--- src/rtl/pong_game_ctrl.sv ---
// Ping-pong game sequencer: keyboard-held paddles, per-frame ball physics, scoring and
// serve/win sequencing. All outputs are registers feeding the pixel renderer.
module pong_game_ctrl #(
    parameter int SCREEN_W     = 640,
    parameter int SCREEN_H     = 480,
    parameter int PADDLE_H     = 64,
    parameter int PADDLE_W     = 8,
    parameter int PADDLE_X_L   = 16,
    parameter int PADDLE_X_R   = 616,
    parameter int PADDLE_STEP  = 4,
    parameter int BALL_SIZE    = 8,
    parameter int BALL_SPEED   = 2,
    parameter int SERVE_FRAMES = 60,
    parameter int WIN_SCORE    = 9
) (
    input  logic       clk25,
    input  logic       reset,
    input  logic [7:0] kb_code,
    input  logic       kb_break,
    input  logic       kb_strobe,
    input  logic       frame_tick,
    output logic [9:0] paddle_l_y,
    output logic [9:0] paddle_r_y,
    output logic [9:0] ball_x,
    output logic [9:0] ball_y,
    output logic [3:0] score_l,
    output logic [3:0] score_r,
    output logic [2:0] game_state,
    output logic       winner
);
    // state     | meaning
    // S_IDLE    | waiting for space to start a match
    // S_SERVE   | ball parked at centre for SERVE_FRAMES frames
    // S_PLAY    | ball in motion, paddle hits and misses evaluated
    // S_SCORE   | one-frame pause after a miss
    // S_OVER    | match won, outputs frozen until space
    typedef enum logic [2:0] {
        S_IDLE  = 3'd0,
        S_SERVE = 3'd1,
        S_PLAY  = 3'd2,
        S_SCORE = 3'd3,
        S_OVER  = 3'd4
    } state_t;

    localparam int CW = $clog2(SERVE_FRAMES + 1);
    localparam logic [CW-1:0] CNT_LAST = CW'(SERVE_FRAMES - 1);
    localparam logic [9:0] STEP    = 10'(PADDLE_STEP);
    localparam logic [9:0] PAD_MAX = 10'(SCREEN_H - PADDLE_H);
    localparam logic [9:0] PAD_H   = 10'(PADDLE_H);
    localparam logic [9:0] PAD_MID = 10'((SCREEN_H - PADDLE_H) / 2);
    localparam logic [9:0] SPEED   = 10'(BALL_SPEED);
    localparam logic [9:0] SIZE    = 10'(BALL_SIZE);
    localparam logic [9:0] CTR_X   = 10'((SCREEN_W - BALL_SIZE) / 2);
    localparam logic [9:0] CTR_Y   = 10'((SCREEN_H - BALL_SIZE) / 2);
    localparam logic [9:0] BOT_Y   = 10'(SCREEN_H - BALL_SIZE);
    localparam logic [9:0] SCR_H   = 10'(SCREEN_H);
    localparam logic [9:0] RGT_X   = 10'(SCREEN_W - BALL_SIZE);
    localparam logic [9:0] FACE_L  = 10'(PADDLE_X_L + PADDLE_W);
    localparam logic [9:0] FACE_R  = 10'(PADDLE_X_R - BALL_SIZE);
    localparam logic [3:0] WIN     = 4'(WIN_SCORE);

    state_t          state, state_nxt;
    logic [3:0]      held, held_nxt;
    logic            dx_pos, dx_nxt, dy_pos, dy_nxt;
    logic [CW-1:0]   serve_cnt, cnt_nxt;
    logic [9:0]      pl_nxt, pr_nxt, bx_nxt, by_nxt;
    logic [3:0]      sl_nxt, sr_nxt;
    logic            winner_nxt;
    logic [9:0]      y_mv, x_mv;
    logic            dy_mv, dx_mv, miss_l, miss_r, ov_l, ov_r;
    logic            space_make;

    function automatic logic [9:0] move_pad(input logic [9:0] y, input logic up, input logic dn);
        if (up && !dn)
            return (y >= STEP) ? y - STEP : 10'd0;
        else if (dn && !up)
            return (y + STEP > PAD_MAX) ? PAD_MAX : y + STEP;
        else
            return y;
    endfunction

    assign space_make = kb_strobe && !kb_break && (kb_code == 8'h29);
    assign game_state = state;

    // held bits: 0 W (left up), 1 S (left down), 2 O (right up), 3 L (right down)
    always_comb begin
        held_nxt = held;
        if (kb_strobe) begin
            case (kb_code)
                8'h1D:   held_nxt[0] = ~kb_break;
                8'h1B:   held_nxt[1] = ~kb_break;
                8'h44:   held_nxt[2] = ~kb_break;
                8'h4B:   held_nxt[3] = ~kb_break;
                default: held_nxt = held;
            endcase
        end
    end

    // Ball physics against pre-update paddle positions; paddle faces take priority over misses.
    always_comb begin
        y_mv   = ball_y;
        dy_mv  = dy_pos;
        x_mv   = ball_x;
        dx_mv  = dx_pos;
        miss_l = 1'b0;
        miss_r = 1'b0;
        ov_l   = (ball_y + SIZE > paddle_l_y) && (ball_y < paddle_l_y + PAD_H);
        ov_r   = (ball_y + SIZE > paddle_r_y) && (ball_y < paddle_r_y + PAD_H);
        if (!dy_pos) begin
            if (ball_y <= SPEED) begin
                y_mv  = 10'd0;
                dy_mv = 1'b1;
            end else begin
                y_mv = ball_y - SPEED;
            end
        end else if (ball_y + SIZE + SPEED >= SCR_H) begin
            y_mv  = BOT_Y;
            dy_mv = 1'b0;
        end else begin
            y_mv = ball_y + SPEED;
        end
        if (!dx_pos) begin
            if (ball_x >= FACE_L && ball_x - SPEED < FACE_L && ov_l) begin
                x_mv  = FACE_L;
                dx_mv = 1'b1;
            end else if (ball_x < SPEED) begin
                miss_r = 1'b1;
            end else begin
                x_mv = ball_x - SPEED;
            end
        end else begin
            if (ball_x <= FACE_R && ball_x + SPEED > FACE_R && ov_r) begin
                x_mv  = FACE_R;
                dx_mv = 1'b0;
            end else if (ball_x + SPEED > RGT_X) begin
                miss_l = 1'b1;
            end else begin
                x_mv = ball_x + SPEED;
            end
        end
    end

    always_comb begin
        state_nxt  = state;
        pl_nxt     = paddle_l_y;
        pr_nxt     = paddle_r_y;
        bx_nxt     = ball_x;
        by_nxt     = ball_y;
        dx_nxt     = dx_pos;
        dy_nxt     = dy_pos;
        sl_nxt     = score_l;
        sr_nxt     = score_r;
        cnt_nxt    = serve_cnt;
        winner_nxt = winner;
        if (frame_tick && (state == S_SERVE || state == S_PLAY)) begin
            pl_nxt = move_pad(paddle_l_y, held[0], held[1]);
            pr_nxt = move_pad(paddle_r_y, held[2], held[3]);
        end
        case (state)
            S_IDLE: begin
                if (space_make) begin
                    state_nxt = S_SERVE;
                    sl_nxt    = 4'd0;
                    sr_nxt    = 4'd0;
                    bx_nxt    = CTR_X;
                    by_nxt    = CTR_Y;
                    dx_nxt    = 1'b1;
                    cnt_nxt   = '0;
                end
            end
            S_SERVE: begin
                if (frame_tick) begin
                    bx_nxt = CTR_X;
                    by_nxt = CTR_Y;
                    if (serve_cnt == CNT_LAST) begin
                        state_nxt = S_PLAY;
                        cnt_nxt   = '0;
                    end else begin
                        cnt_nxt = serve_cnt + 1'b1;
                    end
                end
            end
            S_PLAY: begin
                if (frame_tick) begin
                    if (miss_l) begin
                        sl_nxt    = (score_l >= WIN) ? WIN : score_l + 4'd1;
                        dx_nxt    = 1'b1;
                        state_nxt = S_SCORE;
                    end else if (miss_r) begin
                        sr_nxt    = (score_r >= WIN) ? WIN : score_r + 4'd1;
                        dx_nxt    = 1'b0;
                        state_nxt = S_SCORE;
                    end else begin
                        bx_nxt = x_mv;
                        by_nxt = y_mv;
                        dx_nxt = dx_mv;
                        dy_nxt = dy_mv;
                    end
                end
            end
            S_SCORE: begin
                if (frame_tick) begin
                    if (score_l == WIN || score_r == WIN) begin
                        state_nxt  = S_OVER;
                        winner_nxt = (score_r == WIN);
                    end else begin
                        state_nxt = S_SERVE;
                        bx_nxt    = CTR_X;
                        by_nxt    = CTR_Y;
                        dy_nxt    = 1'b1;
                    end
                end
            end
            S_OVER: begin
                if (space_make)
                    state_nxt = S_IDLE;
            end
            default: state_nxt = S_IDLE;
        endcase
    end

    always_ff @(posedge clk25 or negedge reset) begin
        if (!reset) begin
            state      <= S_IDLE;
            held       <= 4'd0;
            paddle_l_y <= PAD_MID;
            paddle_r_y <= PAD_MID;
            ball_x     <= CTR_X;
            ball_y     <= CTR_Y;
            dx_pos     <= 1'b1;
            dy_pos     <= 1'b1;
            score_l    <= 4'd0;
            score_r    <= 4'd0;
            serve_cnt  <= '0;
            winner     <= 1'b0;
        end else begin
            state      <= state_nxt;
            held       <= held_nxt;
            paddle_l_y <= pl_nxt;
            paddle_r_y <= pr_nxt;
            ball_x     <= bx_nxt;
            ball_y     <= by_nxt;
            dx_pos     <= dx_nxt;
            dy_pos     <= dy_nxt;
            score_l    <= sl_nxt;
            score_r    <= sr_nxt;
            serve_cnt  <= cnt_nxt;
            winner     <= winner_nxt;
        end
    end

endmodule

--- config.mk ---
export PLATFORM = sky130hd
export DESIGN_NAME = pong_game_ctrl
export DESIGN_NICKNAME = d
export VERILOG_FILES = /design/src/rtl/pong_game_ctrl.sv
export SDC_FILE = /design/constraint.sdc
export NUM_CORES = 1
export LEC_CHECK = 0
export BUFFER_PORTS_ARGS = -buffer_cell sky130_fd_sc_hd__buf_2
export CAP_MARGIN = 40
export CELL_PAD_IN_SITES_DETAIL_PLACEMENT = 1
export CELL_PAD_IN_SITES_GLOBAL_PLACEMENT = 1
export CORE_MARGIN = 2
export CORE_UTILIZATION = 30
export CTS_CLUSTER_DIAMETER = 200
export DETAILED_ROUTE_END_ITERATION = 6
export GPL_ROUTABILITY_DRIVEN = 0
export HOLD_SLACK_MARGIN = 0.1
export PLACE_DENSITY = 0.66
export SKIP_CTS_REPAIR_TIMING = 1
export SYNTH_ARGS = -nofsm -noshare
export SYNTH_HDL_FRONTEND = slang
export SYNTH_SLANG_ARGS = --single-unit
export TNS_END_PERCENT = 30
--- constraint.sdc ---
create_clock -name clk25 -period 5.55 [get_ports clk25]
set_input_delay 0 -clock clk25 [delete_from_list [all_inputs] [get_ports clk25]]
set_output_delay 0 -clock clk25 [all_outputs]
set_load 0.03 [all_outputs]
==> out/metrics.yaml, run 1 <==
outcome:
  status: "completed"
global_route:
  first_global_vias: 5623
  antenna_found_initial: 0
  busiest_layer: "met2"
  met1_usage: 0.267
  track_usage: 0.188
  grt-ovfl-total: 0
  grt_max_degree: 59
  use_met3: 0.0278
  gr-usage-met2: 0.295
  grt_first_pass_wirelength_um: 30600
finish:
  final_layout_size_suffix_gt1_frac: 0.143
  final_common_cell: "nand2_1"
  final_cell_mix: "nand2_1 (68), o21ai_0 (65), ha_1 (60)"
  area_growth_pct: 13.7
  fin_nets: 853
  finish.utilization: 0.351
  num_antenna_cells: 0
  stdcell_area_mm2: 0.00661
placement:
  dpl_cell_area_mm2: 0.00623
  dp_hpwl_um: 13800
  portBuffers: 58
pwr:
  powerDensity_mw_per_mm2: 173
  total_power_mw: 1.14
  p_leak_nw: 2.84
  ir_worst_vdd_mv: 0.131
synthesis:
  syn_inst: 742
  synth_seq_cells: 58
  synth_edf_count: 0
  syn_avg_cell_area_um2: 7.83
  ys.flop_type: "dfrtp_1"
  yosysSeqAreaShare: 0.254
  synth_warnings: 0
  syn_area_mm2: 0.00581
  ys_types: 76
  async_flop_share: 1.00
detailed_routing:
  via_per_inst: 5.46
  firstDrtPassIters: 4
  vias: 5704
  wl_um: 18600
  wl_per_cell_um: 17.8
  drc: 0
  ant_nets: 0
  initialDrtViolationCount: 239
sta:
  relSlewSlack: 0.467
  slew_violations: 0
  timing.fmax_mhz: 242
  fin_crit_ps: 4130
  rsz0062_at_grt: "no"
  setup_viol: 0
  worst_pin_slew_ps: 799
  worst_hold_slack_ps: 45.5
  finalClockSkew_ps: 10.6
  tns_ps: 0
  finalCritPeriodShare: 0.744
  hold_viol_final: 0
setup_path:
  endpoint_kind: "register"
  worst-endpoint-required_ps: 5780
  cp_cell_sequence: "ha_1, nand2_1, o21ai_0, and2_1, inv_1, ha_1, nand4_1, o31ai_1, a2111oi_4, a2111o_1, nand2_2, nor2_1, a22o_1"
  crit_family: "compound AO/OA/AOI/OAI gates"
  crit_path_start_kind: "register"
  crit_path_top_delay_cell: "dfstp_2"
  critPathBufInv: 1
  crit_fanout: 30
  critPathMostFrequentCell: "ha_1"
  crit_type: "register to register"
  crit_arrival_ps: 4350
  worst_path_largest_cell_delay_ps: 640
clocking:
  cts_tree: "built"
  cts_buffer_depth: 2
  clk_pin_slew_worst_paths_ps: 50
  clk_latency_ps: 350
  cts_inserted_buffers: 9
  cts_root_buf: "clkbuf_16"
  numClockSinks: 58
  h-tree-depth: 3
floorplanning:
  core_mm2: 0.0188
  num_rows: 50
  die_area_mm2: 0.0205
  die_h_um: 143
  io_pins: 65
  fp.dieW_um: 143
  start_util: 0.308
flow_run:
  cap_violations: 0
worst_hold_path:
  min_path_type: "input port to register"
[metal layers]
layer | vias up | wire length (um)
met3 | 16 | 650
met5 | - | 0
met2 | 104 | 8330
met1 | 2787 | 9350
li1 | 2797 | -
met4 | 0 | 306
[cell families after synthesis]
kind of cell,after synthesis,share of synthesized area
compound gates,226,0.258
mux,7,0.0125
buf+inv,93,0.0702
fa+ha+maj,60,0.129
other cells,1,0.000646
xor+xnor,22,0.0332
simple gates,275,0.243
flops,58,0.254
[registers in the layout (all words and copies together), names as in the netlist, 3 cells and up]
signal	cells
held	4
ball_y	9
score_l	4
serve_cnt	6
ball_x	9
paddle_r_y	8
game_state	3
paddle_l_y	8
score_r	4
[worst register-to-register path, stage by stage, from the launching register on]
cell	delay (ps)
dfstp_2	640
ha_1	380
nand2_1	140
o21ai_0	230
and2_1	240
inv_1	90
ha_1	310
nand4_1	130
o31ai_1	410
a2111oi_4	140
a2111o_1	480
nand2_2	470
nor2_1	160
a22o_1	210
[Yosys cell counts, drive strengths merged, types with 4 or more instances]
cell type	instances	area share
a211oi	7	0.0099
a21o	4	0.0052
a21oi	53	0.046
a311oi	5	0.0075
a31oi	14	0.015
and2	8	0.0086
and3	12	0.014
and4	5	0.0080
buf	15	0.020
clkbuf	33	0.021
dfrtp	40	0.17
dfstp	18	0.081
ha	60	0.13
inv	45	0.029
mux2i	5	0.0086
nand2	69	0.045
nand2b	10	0.011
nand3	31	0.027
nand4	13	0.014
nand4b	4	0.0060
nor2	59	0.038
nor2b	7	0.0075
nor3	21	0.018
nor4	4	0.0043
nor4b	4	0.0060
o211ai	7	0.0090
o21ai	65	0.056
o22ai	12	0.013
o31ai	9	0.012
o41ai	5	0.0075
or2	7	0.0075
or3	6	0.0065
or4	5	0.0065
xnor2	16	0.024
xor2	6	0.0090
[final cells by class]
cell class / instances / area (um^2)
well taps: 260 / 325
fillers: 2311 / 12200
clock buffers: 13 / 250
multi-input cells: 596 / 3950
inverters: 45 / 169
clock inverters: 3 / 40.0
repair buffers: 70 / 403
flip-flops and latches: 58 / 1470
[per-stage QoR]
| stage | std cells | setup slack [ps] |
|---|---|---|
| after floorplan | 747 | 1950 |
| after global routing | 1045 | 1140 |
| after global placement | 1020 | 1600 |
| after CTS | 1036 | 1420 |
| final | 1045 | 1420 |
| after detailed placement | 1020 | 1460 |
[worst paths after layout]
check | end | depth (start not counted) | slack (ps) | start
min reg2reg | winner | 1 | 510 | winner
min in group asynchronous | serve_cnt[3] | 3 | 370 | reset
min | held[1] | 4 | 50 | kb_code[6]
max | ball_y[1] | 13 | 1420 | ball_y[3]
max in group asynchronous | ball_x[1] | 3 | 4650 | reset
max reg2reg | ball_y[1] | 13 | 1420 | ball_y[3]
[power breakdown]
group / internal [mW] / switching (mW)
Sequential: 0.434 / 0.0220
Combinational: 0.0414 / 0.0752
Clock: 0.359 / 0.209
Total: 0.834 / 0.306
Power figures use the tool's default switching activity.
==> inputs of run 2 (changes only) <==
--- a/config.mk
+++ b/config.mk
@@ -15,7 +15,7 @@
 export DETAILED_ROUTE_END_ITERATION = 6
 export GPL_ROUTABILITY_DRIVEN = 0
 export HOLD_SLACK_MARGIN = 0.1
-export PLACE_DENSITY = 0.66
+export PLACE_DENSITY = 0.68
 export SKIP_CTS_REPAIR_TIMING = 1
 export SYNTH_ARGS = -nofsm -noshare
 export SYNTH_HDL_FRONTEND = slang
==> constraint.sdc (replaced) <==
create_clock -name clk25 -period 3.5 [get_ports clk25]
set_input_delay 0 -clock clk25 [delete_from_list [all_inputs] [get_ports clk25]]
set_output_delay 0 -clock clk25 [all_outputs]
set_load 0.03 [all_outputs]
==> out/metrics.yaml, run 2 (synthesis gave the netlist of run 1 again) <==
setup_path:
  crit_arrival_ps: 3540  # -810 ps
  worst-endpoint-required_ps: 3730  # -2050 ps
  endpoint_kind: "register"
  critPathBufInv: 2  # +1
  crit_path_top_delay_cell: "dfstp_2"
  crit_fanout: 12  # -60%
  crit_type: "register to register"
  critPathMostFrequentCell: "ha_1"
  cp_cell_sequence: "ha_1, nand2_1, or3_1, and2_1, inv_1, ha_1, nand4_1, o31ai_2, a2111oi_4, a2111o_1, nand2_4, buf_4, nor2_1, o22a_1"
  crit_path_start_kind: "register"
  crit_family: "compound AO/OA/AOI/OAI gates"
  worst_path_largest_cell_delay_ps: 530  # -110 ps
finish:
  area_growth_pct: 20.2
  finish.utilization: 0.371  # +0.0199
  final_common_cell: "nand2_1"
  final_cell_mix: "nand2_1 (68), o21ai_0 (64), ha_1 (60)"
  multi_input_area_mm2: 0.00397  # +0.73%
  reg_top3: "ball_x: 9 flops, ball_y: 9 flops"
  stdcell_count: 1083  # +3.6%
  stdcell_area_mm2: 0.00698  # +5.7%
  fillers: 2309  # -0.087%
  fin_nets: 891  # +4.5%
  register_area_mm2: 0.00148  # about the same
  num_antenna_cells: 0  # unchanged
  final_layout_size_suffix_gt1_frac: 0.190  # +0.0469
clocking:
  cts_root_buf: "clkbuf_16"
  cts_inserted_buffers: 9  # unchanged
  numClockSinks: 58  # unchanged
  cts_tree: "built"
  cts_buffer_depth: 2  # unchanged
  clk_pin_slew_worst_paths_ps: 60  # about the same
  clk_latency_ps: 350  # about the same
  h-tree-depth: 3  # unchanged
floorplanning:
  start_util: 0.308  # unchanged
  io_pins: 65  # unchanged
  num_rows: 50  # unchanged
  die_area_mm2: 0.0205  # unchanged
  die_h_um: 143  # unchanged
  core_mm2: 0.0188  # unchanged
  fp.dieW_um: 143  # unchanged
global_route:
  grt-ovfl-total: 0  # unchanged
  first_global_vias: 5913  # +5.2%
  track_usage: 0.198  # +0.00961
  antenna_found_initial: 0  # unchanged
  grt_max_degree: 34  # -42%
  grt_first_pass_wirelength_um: 31800  # +3.9%
sta:
  rsz0062_at_grt: "yes"
  hold_viol_final: 0  # unchanged
  worst_hold_slack_ps: 159  # +113 ps
  setup_viol: 0  # unchanged
  fin_crit_ps: 3310  # -815 ps
  finalCritPeriodShare: 0.947  # +0.203
  tns_ps: 0  # unchanged
  fin_ws_ps: 187  # -1230 ps
  relSlewSlack: 0.542  # +0.0747
  slew_violations: 0  # unchanged
  timing.fmax_mhz: 302  # +25%
  finalClockSkew_ps: 13.8  # +3.13 ps
  worst_pin_slew_ps: 680  # -119 ps
pwr:
  combPwrFrac: 0.109  # +0.007
  powerDensity_mw_per_mm2: 276  # +60%
  total_power_mw: 1.93  # +69%
  clkPwrFrac: 0.522  # +0.024
  p_leak_nw: 3.05  # +7.3%
  seqPwrFrac: 0.369  # -0.031
  switching_share: 0.271  # +0.00263
  ir_worst_vdd_mv: 0.217  # +65%
  intPower_mw: 1.41  # +69%
  p_sw_mw: 0.523  # +71%
placement:
  dpl_cell_area_mm2: 0.00651  # +4.5%
  portBuffers: 58  # unchanged
  dp_hpwl_um: 14700  # +6.4%
  place_ws_ps: 120  # -1340 ps
  post-place-cells: 1055  # +3.4%
detailed_routing:
  via_per_inst: 5.41  # -0.82%
  wl_per_cell_um: 17.9  # +0.13%
  ant_nets: 0  # unchanged
  vias: 5863  # +2.8%
  wl_um: 19300  # +3.8%
  initialDrtViolationCount: 266  # +11%
  drc: 0  # unchanged
  firstDrtPassIters: 4  # unchanged
worst_hold_path:
  min_path_type: "input port to register"
flow_run:
  cap_violations: 0  # unchanged
outcome:
  status: "completed"
[run 2: cell count changes in the layout (fill, tap and decap cells not counted), sizes merged]
cell / change
clkinvlp: +1
buf: +35
dlygate4sd3: +3
clkbuf: -3
clkinv: +1
bufinv: +1
[run 2: layout make-up]
cell class                      count  area share
Multi-Input combinational cell    596       0.569
Sequential cell                    58       0.211
Timing Repair Buffer              108       0.101
Tap cell                          260      0.0466
Clock buffer                       10      0.0342
Inverter                           45      0.0242
Clock inverter                      6      0.0129
[run 2: final timing paths]
path,from,to,slack [ps],cells past startpoint
worst min register to register,winner,winner,500,1
min in group asynchronous,reset,score_r[2],240,3
worst min-delay path,kb_code[1],game_state[2],160,5
max in group asynchronous,reset,game_state[1],2800,3
worst max-delay path,ball_y[3],ball_y[4],190,14
worst max register to register,ball_y[3],ball_y[4],190,14
[run 2: power by group through the flow]
| stage | registers [mW] | clock network (mW) | logic, mW |
|---|---|---|---|
| 2_1_floorplan | 0.728 | 0 | 0.121 |
| 3_3_place_gp | 0.722 | 0 | 0.195 |
| 5_1_grt | 0.714 | 1.06 | 0.233 |
| 3_5_place_dp | 0.722 | 0 | 0.200 |
| 4_1_cts | 0.711 | 1.03 | 0.201 |
| 6_report | 0.711 | 1.01 | 0.211 |
[run 2: routing by layer]
layer	GRT usage	wire (um)
met1	0.269	9280
met2	0.326	9350
met3	0.0335	468
met4	0.0474	242
met5	0	0
[run 2: tightest hold or removal path: stages]
cell and delay, ps:
buf_2 110, nor2_1 80, a311oi_1 150, nand2_1 70
nand2_1 50
==> inputs of run 3 (changes only) <==
==> constraint.sdc (replaced) <==
create_clock -name clk25 -period 3.5 [get_ports clk25]
set_input_delay 0.35 -clock clk25 [delete_from_list [all_inputs] [get_ports clk25]]
set_output_delay 0.35 -clock clk25 [all_outputs]
set_load 0.03 [all_outputs]
==> out/metrics.yaml, run 3 (synthesis gave the netlist of run 1 again) <==
setup_path:
  reg2reg_setup_slack_ps: 200  # about the same
  worstReg2RegEnd: "ball_x[4]"
  crit_path_start_kind: "register"
  endpoint_kind: "register"
  crit_type: "register to register"
  critPathLaunch: "ball_y[3]"
  crit_arrival_ps: 3580  # +40 ps
  reg2reg_from: "ball_y[3]"
  worst-endpoint-required_ps: 3770  # +40 ps
  worst-r2r-cell-count: 14  # unchanged
  crit_fanout: 5  # -7
placement:
  dpl_cell_area_mm2: 0.00643  # -1.2%
  portBuffers: 58  # unchanged
  post-place-cells: 1046  # -0.85%
  place_ws_ps: 175  # +54.9 ps
  dp_hpwl_um: 14400  # -2.1%
finish:
  final_common_cell: "nand2_1"
  final_layout_size_suffix_gt1_frac: 0.183  # -0.00649
  register_area_mm2: 0.00148  # unchanged
  num_antenna_cells: 0  # unchanged
  multi_input_area_mm2: 0.00397  # unchanged
  stdcell_count: 1063  # -1.8%
  fin_nets: 871  # -2.2%
  reg_top3: "ball_x: 9 flops, ball_y: 9 flops"
  stdcell_area_mm2: 0.00680  # -2.6%
  area_growth_pct: 17.0
  final_cell_mix: "nand2_1 (68), o21ai_0 (63), ha_1 (60)"
  finish.utilization: 0.361  # -0.00970
  fillers: 2313  # +0.17%
clocking:
  numClockSinks: 58  # unchanged
  cts_root_buf: "clkbuf_16"
  cts_inserted_buffers: 9  # unchanged
  cts_buffer_depth: 2  # unchanged
  cts_tree: "built"
  clk_latency_ps: 350  # about the same
  h-tree-depth: 3  # unchanged
  clk_pin_slew_worst_paths_ps: 60  # about the same
pwr:
  ir_worst_vdd_mv: 0.232  # +6.6%
  powerDensity_mw_per_mm2: 281  # +1.6%
  p_leak_nw: 2.95  # -3.1%
global_route:
  grt_first_pass_wirelength_um: 31000  # -2.5%
  antenna_found_initial: 0  # unchanged
  first_global_vias: 5919  # +0.10%
  grt-ovfl-total: 0  # unchanged
  grt_max_degree: 31  # -8.8%
  track_usage: 0.192  # -0.00606
sta:
  slew_violations: 0  # unchanged
  setup_viol: 0  # unchanged
  timing.fmax_mhz: 303  # +0.26%
  hold_viol_final: 0  # unchanged
  fin_ws_ps: 195  # +8.59 ps
  worst_hold_slack_ps: 60.2  # -98.7 ps
  fin_crit_ps: 3300  # -8.59 ps
  relSlewSlack: 0.477  # -0.0648
  worst_pin_slew_ps: 776  # +96.3 ps
  finalCritPeriodShare: 0.944  # -0.00245
  finalClockSkew_ps: 9.04  # -4.73 ps
detailed_routing:
  wl_um: 18900  # -2.2%
  vias: 5853  # -0.17%
  firstDrtPassIters: 4  # unchanged
  initialDrtViolationCount: 225  # -15%
  ant_nets: 0  # unchanged
  via_per_inst: 5.51  # +1.7%
  wl_per_cell_um: 17.8  # -0.36%
  drc: 0  # unchanged
floorplanning:
  core_mm2: 0.0188  # unchanged
  die_area_mm2: 0.0205  # unchanged
  fp.dieW_um: 143  # unchanged
  num_rows: 50  # unchanged
  die_h_um: 143  # unchanged
  start_util: 0.308  # unchanged
  io_pins: 65  # unchanged
flow_run:
  cap_violations: 0  # unchanged
outcome:
  status: "completed"
worst_hold_path:
  min_path_type: "input port to asynchronous set/reset pin"
run 3: final cells by class:
| cell class | instances | share of cell area |
|---|---|---|
| Inverter | 45 | 0.0248 |
| Clock inverter | 7 | 0.0151 |
| Clock buffer | 9 | 0.0331 |
| Sequential cell | 58 | 0.217 |
| Timing Repair Buffer | 88 | 0.0775 |
| Multi-Input combinational cell | 596 | 0.585 |
| Tap cell | 260 | 0.0479 |
run 3: worst max-delay path, cell delays in order (launching register included):
cell	delay, ps
dfstp_2	530
ha_1	170
nand2_1	110
or3_1	340
and2_1	200
inv_1	80
ha_1	140
nand3_1	90
or4_1	500
nand4b_1	120
a2111oi_0	80
buf_4	160
a21oi_1	330
a21oi_1	110
a211o_1	270
run 3: metal layers:
layer / routed length [um] / global-route usage / share of wire / vias to the layer above
li1: - / - / - / 2848
met1: 9060 / 0.252 / 0.48 / 2875
met2: 8780 / 0.317 / 0.46 / 103
met3: 669 / 0.0359 / 0.035 / 27
met4: 399 / 0.0615 / 0.021 / 0
met5: 0 / 0 / 0 / -
run 3: power by group:
group | internal, mW | total, mW | switching [mW] | leakage [nW]
Clock | 0.629 | 1.00 | 0.373 | 0.156
Combinational | 0.0642 | 0.195 | 0.130 | 2.13
Sequential | 0.688 | 0.712 | 0.0246 | 0.666
Total | 1.38 | 1.91 | 0.528 | 2.95
run 3: worst max-delay path by stage:
stage                            to  slack [ps]  cells after the start
after floorplan           ball_x[4]         0.2                     16
after global placement    ball_y[4]         240                     15
after detailed placement  ball_y[4]         180                     14
after CTS                 ball_y[4]         110                     14
after global routing      ball_x[4]         -20                     14
final                     ball_x[4]         200                     14
run 3: stage by stage:
step           setup TNS (ps)  power [mW]
2_1_floorplan               0       0.848
3_3_place_gp                0       0.917
3_5_place_dp                0       0.918
4_1_cts                     0        1.93
5_1_grt                 -21.2        1.98
6_report                    0        1.91
